File: src/rtl/arm_pkg.sv
// -----------------------------------------------------------------------------
// arm_pkg
// Shared constants for the 5-stage ARM-subset pipeline.
//   ADDR_W    : PC / byte-address width
//   INSTR_W   : instruction word width
//   RESET_PC  : default PC loaded on reset (word aligned)
//   NOP_INSTR : encoding placed in a pipeline register when it is flushed
//   PC_STEP   : byte distance between consecutive instructions
// -----------------------------------------------------------------------------
package arm_pkg;

  localparam int          ADDR_W    = 32;
  localparam int          INSTR_W   = 32;
  localparam logic [31:0] RESET_PC  = 32'h0000_0000;
  localparam logic [31:0] NOP_INSTR = 32'h0000_0000;
  localparam int          PC_STEP   = 4;

endpackage : arm_pkg

File: src/rtl/if_id_reg.sv
// -----------------------------------------------------------------------------
// if_id_reg
// Generic inter-stage pipeline register with a payload and a valid flag.
// Priority on each rising edge: flush > freeze > load.
//   clk      in   rising-edge clock
//   rst_n    in   asynchronous active-low reset (payload=FLUSH_VAL, valid=0)
//   freeze   in   hold payload and valid
//   flush    in   replace payload with FLUSH_VAL and clear valid
//   i_data   in   WIDTH-bit payload to capture
//   i_valid  in   valid flag to capture with the payload
//   o_data   out  registered payload
//   o_valid  out  registered valid flag
// -----------------------------------------------------------------------------
module if_id_reg
  import arm_pkg::*;
#(
  parameter int               WIDTH     = ADDR_W + INSTR_W,
  parameter logic [WIDTH-1:0] FLUSH_VAL = '0
) (
  input  logic             clk,
  input  logic             rst_n,
  input  logic             freeze,
  input  logic             flush,
  input  logic [WIDTH-1:0] i_data,
  input  logic             i_valid,
  output logic [WIDTH-1:0] o_data,
  output logic             o_valid
);

  logic [WIDTH-1:0] r_data;
  logic             r_valid;

  // Flush is checked before freeze so a redirect always discards the
  // wrong-path word, even while the downstream stage is stalled.
  always_ff @(posedge clk or negedge rst_n) begin
    if (!rst_n) begin
      r_data  <= FLUSH_VAL;
      r_valid <= 1'b0;
    end else if (flush) begin
      r_data  <= FLUSH_VAL;
      r_valid <= 1'b0;
    end else if (!freeze) begin
      r_data  <= i_data;
      r_valid <= i_valid;
    end
  end

  assign o_data  = r_data;
  assign o_valid = r_valid;

endmodule : if_id_reg

File: src/rtl/fetch_stage.sv
// -----------------------------------------------------------------------------
// fetch_stage
// Instruction-fetch stage: owns the PC, addresses the combinational
// instruction memory and captures the returned word, PC+4 and a valid flag
// into the IF/ID register. Handles hazard freeze and EXE branch redirect.
//   clk          in   rising-edge clock
//   rst_n        in   asynchronous active-low reset
//   freeze       in   hold PC and IF/ID contents
//   branch_taken in   redirect PC to branch_addr and flush IF/ID
//   branch_addr  in   redirect target (low two bits ignored)
//   imem_addr    out  byte address to instruction memory (= PC register)
//   imem_data    in   instruction word for imem_addr (combinational)
//   if_pc        out  registered PC+4 of the captured instruction
//   if_instr     out  registered instruction
//   if_valid     out  registered; 1 = if_instr is a real fetched instruction
// -----------------------------------------------------------------------------
module fetch_stage
  import arm_pkg::*;
#(
  parameter int                ADDR_W   = arm_pkg::ADDR_W,
  parameter int                INSTR_W  = arm_pkg::INSTR_W,
  parameter logic [ADDR_W-1:0] RESET_PC = ADDR_W'(arm_pkg::RESET_PC)
) (
  input  logic               clk,
  input  logic               rst_n,
  input  logic               freeze,
  input  logic               branch_taken,
  input  logic [ADDR_W-1:0]  branch_addr,
  output logic [ADDR_W-1:0]  imem_addr,
  input  logic [INSTR_W-1:0] imem_data,
  output logic [ADDR_W-1:0]  if_pc,
  output logic [INSTR_W-1:0] if_instr,
  output logic               if_valid
);

  localparam int IFID_W = ADDR_W + INSTR_W;

  logic [ADDR_W-1:0] r_pc;
  logic [ADDR_W-1:0] w_pc_plus4;
  logic [ADDR_W-1:0] w_branch_pc;
  logic [ADDR_W-1:0] w_pc_next;
  logic [IFID_W-1:0] w_ifid_q;

  // Natural wrap at 2^ADDR_W: the last word address rolls over to 0.
  assign w_pc_plus4  = r_pc + ADDR_W'(PC_STEP);

  // Masking instead of concatenation keeps the whole branch_addr bus in use
  // while still forcing word alignment of the target.
  assign w_branch_pc = branch_addr & ~ADDR_W'(3);

  always_comb begin
    w_pc_next = r_pc;
    if (branch_taken) begin
      w_pc_next = w_branch_pc;
    end else if (!freeze) begin
      w_pc_next = w_pc_plus4;
    end
  end

  always_ff @(posedge clk or negedge rst_n) begin
    if (!rst_n) begin
      r_pc <= RESET_PC;
    end else begin
      r_pc <= w_pc_next;
    end
  end

  // The memory address comes straight from the PC flop; no input reaches it
  // combinationally.
  assign imem_addr = r_pc;

  if_id_reg #(
    .WIDTH     (IFID_W),
    .FLUSH_VAL ({{ADDR_W{1'b0}}, INSTR_W'(NOP_INSTR)})
  ) u_if_id_reg (
    .clk     (clk),
    .rst_n   (rst_n),
    .freeze  (freeze),
    .flush   (branch_taken),
    .i_data  ({w_pc_plus4, imem_data}),
    .i_valid (1'b1),
    .o_data  (w_ifid_q),
    .o_valid (if_valid)
  );

  assign if_pc    = w_ifid_q[IFID_W-1:INSTR_W];
  assign if_instr = w_ifid_q[INSTR_W-1:0];

endmodule : fetch_stage
File: config.mk
export PLATFORM = sky130hd
export DESIGN_NAME = fetch_stage
export DESIGN_NICKNAME = d
export VERILOG_FILES = /design/src/rtl/arm_pkg.sv /design/src/rtl/if_id_reg.sv /design/src/rtl/fetch_stage.sv
export SDC_FILE = /design/constraint.sdc
export NUM_CORES = 1
export LEC_CHECK = 0
export CORE_ASPECT_RATIO = 0.7
export CORE_MARGIN = 5
export CORE_UTILIZATION = 46
export DETAILED_ROUTE_END_ITERATION = 10
export GPL_TIMING_DRIVEN = 0
export HOLD_SLACK_MARGIN = 0.03
export PLACE_DENSITY = 0.91
export SYNTH_ARGS = -nofsm -noshare
export SYNTH_HDL_FRONTEND = slang
export SYNTH_HIERARCHICAL = 1
export SYNTH_SLANG_ARGS = --single-unit
File: constraint.sdc
create_clock -name clk -period 2.97 [get_ports clk]
set_clock_uncertainty 0.1 [all_clocks]
set_input_delay 0.4455 -clock clk [delete_from_list [all_inputs] [get_ports clk]]
set_output_delay 0.4455 -clock clk [all_outputs]
set_load 0.005 [all_outputs]
==> key figures <==
Status
  • Status: finished clean

Layout
  • Commonest non-fill, non-tap cells in the layout: 157 x clkdlybuf4s50_1, 96 x nor2_1, 95 x dfrtp_1
  • Synth-to-Final Area Change: 42.7%
  • Commonest non-fill, non-tap cell in the layout: clkdlybuf4s50_1
  • Share of cells above drive strength 1: 6.22%
  • Post-layout util: 67.5%
  • Post-Layout Cell Count: 807
  • Final nets: 739
  • Finished Cell Area: 7050 µm²
  • Ant diodes: 0

Floorplanning
  • # IOs: 165
  • Chip height: 96.7 µm
  • Die Wd: 134 µm
  • Core ar.: 10,400 µm²
  • Initial core utilization: 47.3%
  • Num rows: 31
  • Die Area: 12,900 µm²

Clock tree
  • Clk_lat worst skew: 340 ps
  • Reg clk slew, reported paths: 70 ps
  • H-tree levels: 3
  • # Post-CTS Setup Buffers: 0
  • Total CTS buffers: 9
  • Clock Sinks: 95
  • Root Driver: clkbuf_16
  • CTS tree: done
  • Max clock buf depth: 2

Synthesis
  • Largest area contributor in the netlist: dfrtp_1
  • Flops & latches, synth: 95
  • Synth area leaders: dfrtp_1 48%, mux2i_1 13%, nor2_1 7.3%, xnor2_1 4.8%, nand2_1 2.5%
  • Seq/Total Area, Yosys: 48.1%
  • Average cell area after synthesis: 9.96 µm²
  • Ys Warns: 6
  • Syn Inst Count: 496
  • Post-synth cell types: 44
  • Mapped Area: 4940 µm²
  • Synth top area share: 48.1%

Placement
  • Inst Count DP: 790
  • Worst slack, placed: 90.1 ps
  • Area of placed instances: 6720 µm²
  • HPWL Detailed: 11.0 mm
  • Gpl congestion: 0.886
  • Number of port buffers: 158

Drt
  • Initial drt markers: 375
  • DR pass1 iterations: 5
  • Drt via density: 5.53
  • Final WL: 14.7 mm
  • Vias: 4,461
  • Final ANT Viol Nets: 0
  • DRC: 0
  • Average wire per standard cell: 18.3 µm

Pwr
  • Switching Share: 26.8%
  • Comb power frac: 21.1%
  • Sequential Power Share: 44.2%
  • Clock share of power: 34.7%
  • Psw: 899 µW
  • Power per Cell Area: 476 nW/µm²
  • P_leak: 0.00303 µW
  • Int Power: 2460 µW
  • VDD IR max: 0.000271 V

Critical path
  • Crit-path leading delay family: simple AND/OR/NAND/NOR gates
  • Slowest CP cell: or4_1
  • Worst path arrival time: 3020 ps
  • Critical path buffers and inverters: 2
  • CP Data Required Time: 3140 ps
  • Crit Path Class: register to register
  • CP max stage delay: 550 ps
  • Setup crit start kind: register
  • Crit Path Max Fanout: 10
  • CP Capture Type: register
  • Cells along the critical path: ha_2, nand4_2, or4_1, buf_2, clkbuf_1, nor3_1, xor2_1, mux2i_1, nor2_1

GRT
  • GR Overflow Total: 0
  • First-pass GRT wire length: 24.1 mm
  • Largest net degree at the start of global routing: 62
  • Overall Global Routing Usage: 22.9%
  • Vias in the first global route: 4,583
  • Initial antenna violation count: 0

Timing
  • Fin. max-slew vios: 0
  • Worst slew margin: 30.1%
  • Setup ws final: 123 ps
  • Worst-Margin Slew: 1040 ps
  • Final hold viol count: 0
  • Setup violations, final: 0
  • Post-route minimum period: 2850 ps
  • Peak Freq: 0.351 GHz
  • Fin crit share: 95.9%

Run
  • Max-cap violations: 0

Min path
  • Worst Hold Class: input port to register
final cells by class:
type | instances | area (µm²)
buffer | 37 | 246
timing repair buffer | 160 | 1620
fill | 780 | 3390
inverter | 7 | 26.3
sequential | 95 | 2380
multi-input combinational | 360 | 2310
clock buffer | 11 | 243
clock inverter | 5 | 57.6
tap | 132 | 165
registers in the layout, indices dropped and copies added (netlist names):
name and flops:
imem_addr 30, u_if_id_reg/o_valid 1, u_if_id_reg/o_data 64
path summary, 6_finish.rpt:
path | from | to | slack, ps | cells after the start
setup reg to reg | imem_addr[2] | u_if_id_reg/o_data[58] | 120 | 9
hold reg to reg | u_if_id_reg/o_valid | u_if_id_reg/o_valid | 420 | 2
min in group asynchronous | rst_n | u_if_id_reg/o_data[9] | 500 | 2
max in group asynchronous | rst_n | imem_addr[20] | 1610 | 3
setup / recovery | imem_addr[2] | u_if_id_reg/o_data[58] | 120 | 9
hold / removal | branch_taken | u_if_id_reg/o_data[60] | 370 | 2
through the flow:
stage	setup TNS [ps]	hold WS [ps]	power [µW]
finish	0	366	3360
floorplan	0	49.9	1790
CTS	0	358	3390
global placement	-196760	403	2180
global route	-12.0	372	3520
detailed placement	0	329	2210
kinds of logic after synthesis:
family / Yosys count / share of synthesized area [%]
mux: 67 / 13.6
buf+inv: 44 / 5.52
other cells: 2 / 0.152
xor+xnor: 40 / 7.09
compound gates: 42 / 5.60
simple gates: 205 / 19.7
fa+ha+maj: 1 / 0.253
flops: 95 / 48.1
per-layer routing:
| layer | up-vias | track usage, % | part of all wire (%) |
|---|---|---|---|
| met5 | - | 0 | 0 |
| li1 | 2067 | - | - |
| met4 | 0 | 6.40 | 1.5 |
| met3 | 24 | 7.68 | 10 |
| met2 | 250 | 35.0 | 45 |
| met1 | 2120 | 31.3 | 44 |
repair_timing:
item | 4_1_cts | 5_1_grt
setup endpoints to repair | 0 | 6
endpoints found under the hold margin | 34 | 0
hold buffers | 1 | 0
resized for setup | 0 | 3
cell usage after synthesis:
library cell  instances
nor2_1               96
dfrtp_1              95
mux2i_1              66
nand2_1              33
xnor2_1              27
clkbuf_1             17
nand3_1              17
o21ai_0              15
xor2_1               13
a31oi_1              12
nand4_1              12
nor3_1               10
or4_1                 9
nor4_1                8
inv_1                 6
buf_1                 5
buf_12                5
buf_2                 5
and4_1                4
o31ai_1               4
buf_4                 3
nand4b_1              3
o41ai_1               3
or3_1                 3
a311o_1               2
conb_1                2
nand2b_1              2
o31a_1                2
or2_2                 2
a21o_1                1
a31o_2                1
and3_1                1
buf_6                 1
clkbuf_2              1
clkinv_1              1
ha_1                  1
mux2_2                1
nand3b_1              1
nand4_2               1
nor2b_1               1
nor4_2                1
o211ai_1              1
o311ai_0              1
or3b_2                1
power by group through the flow:
stage                     sequential (µW)  combinational (µW)  clock [µW]
after floorplan                      1500                 297           0
after global placement               1500                 677           0
after detailed placement             1510                 700           0
after CTS                            1480                 707        1200
after global routing                 1500                 766        1250
final                                1480                 707        1170
(Power assumes the default switching activity.)
